===== src/rtl/debounce_pkg.sv =====
// Shared constants, arbiter state encoding and a ceiling-log2 helper
// for the button debounce and event scheduling block.
package debounce_pkg;

    localparam int DEF_TICK_DIV       = 50000;
    localparam int DEF_STABLE_SAMPLES = 4;

    typedef enum logic {
        IDLE    = 1'b0,
        PRESENT = 1'b1
    } arb_state_t;

    function automatic int clog2(input int value);
        int r;
        r = 0;
        while ((1 << r) < value) begin
            r = r + 1;
        end
        return r;
    endfunction

endpackage


===== src/rtl/debounce_channel.sv =====
// One button: 2-FF synchroniser, sampled history and debounced level.
// Latency: 2 clk sync + STABLE_SAMPLES ticks; rise is combinational with the level update.
// Backpressure: none, free-running on the shared tick.
module debounce_channel
    import debounce_pkg::*;
#(
    parameter int STABLE_SAMPLES = DEF_STABLE_SAMPLES
) (
    input  logic clk,
    input  logic rst,
    input  logic raw,
    input  logic tick,
    output logic level,
    output logic rise
);

    logic                      r_sync1;
    logic                      r_sync2;
    logic [STABLE_SAMPLES-1:0] r_hist;
    logic                      r_level;
    logic [STABLE_SAMPLES-1:0] w_hist_next;
    logic                      w_all1;
    logic                      w_all0;

    assign w_hist_next = {r_hist[STABLE_SAMPLES-2:0], r_sync2};
    assign w_all1      = &w_hist_next;
    assign w_all0      = ~|w_hist_next;

    always_ff @(posedge clk) begin
        if (rst) begin
            r_sync1 <= 1'b0;
            r_sync2 <= 1'b0;
            r_hist  <= '0;
            r_level <= 1'b0;
        end else begin
            r_sync1 <= raw;
            r_sync2 <= r_sync1;
            if (tick) begin
                r_hist <= w_hist_next;
                if (w_all1) begin
                    r_level <= 1'b1;
                end else if (w_all0) begin
                    r_level <= 1'b0;
                end
            end
        end
    end

    // Only the 0->1 transition is reported; releases are silent.
    assign rise  = tick & w_all1 & ~r_level;
    assign level = r_level;

endmodule


===== src/rtl/button_event_scheduler.sv =====
// Debounces N_BTN buttons and serves their press events round-robin on a valid/ready port.
// Latency: rise -> pending 1 clk, pending -> evt_valid 1 clk; at most one event per 2 clk.
// Backpressure: evt_valid/evt_id hold until evt_ready; a repeat press while pending pulses evt_overrun.
module button_event_scheduler
    import debounce_pkg::*;
#(
    parameter int N_BTN          = 4,
    parameter int TICK_DIV       = DEF_TICK_DIV,
    parameter int STABLE_SAMPLES = DEF_STABLE_SAMPLES,
    parameter int IDW            = 2
) (
    input  logic             clk,
    input  logic             rst,
    input  logic [N_BTN-1:0] btn_in,
    output logic [N_BTN-1:0] btn_level,
    output logic             evt_valid,
    output logic [IDW-1:0]   evt_id,
    input  logic             evt_ready,
    output logic             evt_overrun
);

    localparam int CNT_W = (TICK_DIV > 1) ? clog2(TICK_DIV) : 1;

    logic [CNT_W-1:0] r_cnt;
    logic             w_tick;
    logic [N_BTN-1:0] w_rise;
    logic [N_BTN-1:0] r_pending;
    logic [N_BTN-1:0] w_pending_next;
    logic [N_BTN-1:0] w_ack_vec;
    logic             w_ack;
    logic             w_overrun;
    logic             r_overrun;
    logic [IDW-1:0]   r_rr_ptr;
    logic [IDW-1:0]   r_evt_id;
    logic [IDW-1:0]   w_pick;
    logic             w_found;
    int               w_idx;
    arb_state_t       r_state;
    arb_state_t       w_state_next;

    assign w_tick = (r_cnt == CNT_W'(TICK_DIV - 1));

    always_ff @(posedge clk) begin
        if (rst || w_tick) begin
            r_cnt <= '0;
        end else begin
            r_cnt <= r_cnt + 1'b1;
        end
    end

    for (genvar g = 0; g < N_BTN; g++) begin : g_chan
        debounce_channel #(
            .STABLE_SAMPLES(STABLE_SAMPLES)
        ) u_chan (
            .clk  (clk),
            .rst  (rst),
            .raw  (btn_in[g]),
            .tick (w_tick),
            .level(btn_level[g]),
            .rise (w_rise[g])
        );
    end

    assign w_ack = (r_state == PRESENT) && evt_ready;

    always_comb begin
        w_ack_vec = '0;
        if (w_ack) begin
            w_ack_vec[r_evt_id] = 1'b1;
        end
    end

    // A rise landing on the ack of the same id re-arms pending instead of being lost.
    assign w_pending_next = w_rise | (r_pending & ~w_ack_vec);
    assign w_overrun      = |(w_rise & r_pending & ~w_ack_vec);

    // First pending bit at or above rr_ptr, wrapping without a modulo so odd N_BTN works.
    always_comb begin
        w_found = 1'b0;
        w_pick  = '0;
        w_idx   = 0;
        for (int k = 0; k < N_BTN; k++) begin
            w_idx = int'(r_rr_ptr) + k;
            if (w_idx >= N_BTN) begin
                w_idx = w_idx - N_BTN;
            end
            if (!w_found && r_pending[w_idx]) begin
                w_found = 1'b1;
                w_pick  = IDW'(w_idx);
            end
        end
    end

    always_comb begin
        w_state_next = r_state;
        case (r_state)
            IDLE:    if (w_found)   w_state_next = PRESENT;
            PRESENT: if (evt_ready) w_state_next = IDLE;
            default: w_state_next = IDLE;
        endcase
    end

    always_ff @(posedge clk) begin
        if (rst) begin
            r_state   <= IDLE;
            r_pending <= '0;
            r_overrun <= 1'b0;
            r_evt_id  <= '0;
            r_rr_ptr  <= '0;
        end else begin
            r_state   <= w_state_next;
            r_pending <= w_pending_next;
            r_overrun <= w_overrun;
            if (r_state == IDLE && w_found) begin
                r_evt_id <= w_pick;
            end
            if (w_ack) begin
                r_rr_ptr <= (r_evt_id == IDW'(N_BTN - 1)) ? '0 : r_evt_id + 1'b1;
            end
        end
    end

    assign evt_valid   = (r_state == PRESENT);
    assign evt_id      = r_evt_id;
    assign evt_overrun = r_overrun;

endmodule


===== config.mk =====
export PLATFORM = sky130hd
export DESIGN_NAME = button_event_scheduler
export DESIGN_NICKNAME = d
export VERILOG_FILES = /design/src/rtl/debounce_pkg.sv /design/src/rtl/debounce_channel.sv /design/src/rtl/button_event_scheduler.sv
export SDC_FILE = /design/constraint.sdc
export NUM_CORES = 1
export LEC_CHECK = 0
export CORE_MARGIN = 5
export CORE_UTILIZATION = 57
export DETAILED_ROUTE_END_ITERATION = 6
export HOLD_SLACK_MARGIN = 0.08
export PLACE_DENSITY = 0.83
export SLEW_MARGIN = 15
export SYNTH_ARGS = -nofsm -noshare
export SYNTH_HDL_FRONTEND = slang
export SYNTH_SLANG_ARGS = --single-unit

===== constraint.sdc =====
create_clock -name clk -period 2.7 [get_ports clk]
set_clock_uncertainty 0.1 [all_clocks]
set_input_delay 0.81 -clock clk [delete_from_list [all_inputs] [get_ports clk]]
set_output_delay 0.81 -clock clk [all_outputs]
set_load 0.01 [all_outputs]

==> results.json <==
{
  "antenna_left": 0,
  "avgSynthCellArea_sq_um": 9.61,
  "max_freq_ghz": 0.447,
  "grt_overflow": 0,
  "timing.final.crit_share": 0.829,
  "clk_pin_slew_ps": 80,
  "ir_worst_vdd_mv": 0.356,
  "die_width_microns": 72.0,
  "antenna_found_initial": 0,
  "tightest_slew_ps": 605,
  "path_delay_family": "buffers and inverters",
  "setup_viol": 0,
  "synthCells": 228,
  "routedWlPerCell_microns": 12.8,
  "fillCellCount": 318,
  "synth_seq_area_share": 0.457,
  "synth_edf_count": 0,
  "ios": 15,
  "critPathCaptureType": "output port",
  "synthesis.nets": 240,
  "mostFrequentLayoutCell": "dfxtp_1",
  "clockRootBuffer": "clkbuf_8",
  "hold_path_depth": 1,
  "place.gp.congestion": 0.818,
  "slowest_delay_ps": 580,
  "p_leak_nw": 0.816,
  "yosys_warnings": 0,
  "die_y_microns": 72.0,
  "worstReg2RegEnd": "g_chan[0].u_chan.r_hist[0]",
  "dieArea_sq_um": 5180,
  "core_sq_um": 3690,
  "slew_violations": 0,
  "hpwlAfterDp_microns": 2530,
  "fin_ws_ps": 462,
  "rr_startpoint": "r_cnt[7]",
  "synth_ff_type": "dfxtp_1",
  "clockBufferDepth": 2,
  "cell_internal_pwr_mw": 0.968,
  "syn_area_sq_um": 2190,
  "maxCapViolations": 0,
  "drive_gt1_frac": 0.0798,
  "crit_required_ps": 1790,
  "vias_per_cell": 5.45,
  "dr.pass1.iters": 4,
  "track_usage": 0.150,
  "synth.distinct_cells": 42,
  "layout.cells.most_common_list": "dfxtp_1 (50), nor2_1 (32), clkdlybuf4s50_1 (14), a21oi_1 (13), mux2i_1 (12)",
  "vias": 1559,
  "grt_pass1_wl_microns": 6220,
  "reg2reg_depth": 5,
  "ys_ff_latch": 50,
  "combPwrFrac": 0.028,
  "worst-path-stages": 1,
  "power_mw": 1.23,
  "hold_viol_final": 0,
  "cp_cell_sequence": "clkdlybuf4s50_1",
  "cts_tree": "built",
  "initial_utilization": 0.594,
  "cp-endpoint": "evt_id[0]",
  "crit_buf_inv": 1,
  "first_global_vias": 1422,
  "holdBufCountCts": 0,
  "wirelength_microns": 3660,
  "seqPwrFrac": 0.614,
  "status": "finished, final reports clean",
  "rsz0062_at_grt": "no",
  "dp_slack_ps": 483,
  "critPathKind": "reg -> out",
  "ff_latch_area_sq_um": 1000,
  "fin_util": 0.647,
  "power_switching_mw": 0.258,
  "drt_drc_violations_left": 0,
  "cts_resized": 0,
  "pwr-share-clk": 0.358,
  "grt_max_degree": 36,
  "crit_slowest_cell": "clkdlybuf4s50_1",
  "rrSetupSlack_ps": 600,
  "first_iter_violations": 123,
  "synthArstFlopShare": 0,
  "cts_setup_buffers": 0,
  "h-tree-depth": 2,
  "multi_input_area_sq_um": 1050,
  "layout.nets": 249,
  "finalSetupTns_ps": 0,
  "rows": 22,
  "crit_arrival_ps": 1330,
  "insertion_delay_ps": 300,
  "relSlewSlack": 0.593,
  "power_density_nw_per_um2": 513,
  "layout_min_cycle_time_ps": 2240,
  "start_kind": "flop",
  "switching_share": 0.210,
  "antennaDiodeCount": 0,
  "syn_to_final_growth_pct": 8.97,
  "cts_sinks": 50,
  "crit_start": "evt_id[0]",
  "port_buffers": 14,
  "worstHoldPathType": "reg -> reg",
  "cts-buffers-inserted": 5,
  "critPathMaxFanout": 6
}
[layout make-up]
type | instances | area share
Multi-Input combinational cell | 156 | 0.438
Clock buffer | 6 | 0.0346
Inverter | 8 | 0.0126
Tap cell | 48 | 0.0252
Clock inverter | 2 | 0.00524
Timing Repair Buffer | 16 | 0.0650
Sequential cell | 50 | 0.419
[per-stage QoR]
stage / instances / cell area, sq um / hold WS [ps]
after floorplan: 228 / 2190 / 314
after global placement: 278 / 2290 / 317
after detailed placement: 278 / 2290 / 325
after CTS: 286 / 2390 / 346
after global routing: 286 / 2390 / 363
final: 286 / 2390 / 343
[layer usage]
layer / part of all wire / global-route usage
met1: 0.47 / 0.175
met2: 0.48 / 0.258
met3: 0.036 / 0.0457
met4: 0.015 / 0.0564
met5: 0 / 0
[how the worst min path moves through the flow]
stage	from	to	slack, ps
2_1_floorplan	g_chan[0].u_chan.r_sync1	g_chan[0].u_chan.r_sync2	310
3_3_place_gp	g_chan[3].u_chan.r_sync1	g_chan[3].u_chan.r_sync2	320
3_5_place_dp	g_chan[2].u_chan.r_sync1	g_chan[2].u_chan.r_sync2	330
4_1_cts	g_chan[2].u_chan.r_sync1	g_chan[2].u_chan.r_sync2	350
5_1_grt	g_chan[0].u_chan.r_sync1	g_chan[0].u_chan.r_sync2	360
6_report	g_chan[2].u_chan.r_sync1	g_chan[2].u_chan.r_sync2	340
[power groups by stage]
| stage | registers, mW | logic, mW | clock network, mW |
|---|---|---|---|
| after detailed placement | 0.770 | 0.0340 | 0 |
| after floorplan | 0.767 | 0.0285 | 0 |
| final | 0.753 | 0.0340 | 0.439 |
| after CTS | 0.753 | 0.0344 | 0.456 |
| after global placement | 0.770 | 0.0335 | 0 |
| after global routing | 0.754 | 0.0382 | 0.487 |
[synth_stat cells, types with 4 or more instances]
cell type  number  area, sq um
dfxtp_1        50         1000
nor2_1         32          120
a21oi_1        13         65.1
mux2i_1        12          120
nor2b_1        10         62.6
nand3_1         9         45.0
inv_1           7         26.3
nand2_1         7         26.3
nor4_1          7         43.8
xnor2_1         7         61.3
nand4_1         6         37.5
a211oi_1        5         37.5
and4_1          5         43.8
buf_4           5         37.5
ha_1            5         62.6
nor3_1          5         25.0
xor2_1          5         43.8
clkbuf_1        4         15.0
[sequential cells by signal (all words and copies together) (netlist names)]
signal	count
evt_id	2
evt_overrun	1
evt_valid	1
g_chan.u_chan.level	4
g_chan.u_chan.r_hist	12
g_chan.u_chan.r_sync1	4
g_chan.u_chan.r_sync2	4
r_cnt	16
r_pending	4
r_rr_ptr	2
[cells by family (layout without fill, tap and decap cells)]
group / count (synthesis) / in the layout / share of synthesized area
DFF: 50 / 50 / 0.457
muxes: 12 / 12 / 0.0548
and+or+nand+nor: 95 / 95 / 0.251
AOI/OAI and AO/OA: 32 / 32 / 0.0948
buffers and inverters: 22 / 32 / 0.0657
xor gates and xnor gates: 12 / 12 / 0.0480
adders and majority gates: 5 / 5 / 0.0286
Note: power is estimated with default switching activity, not from simulation.
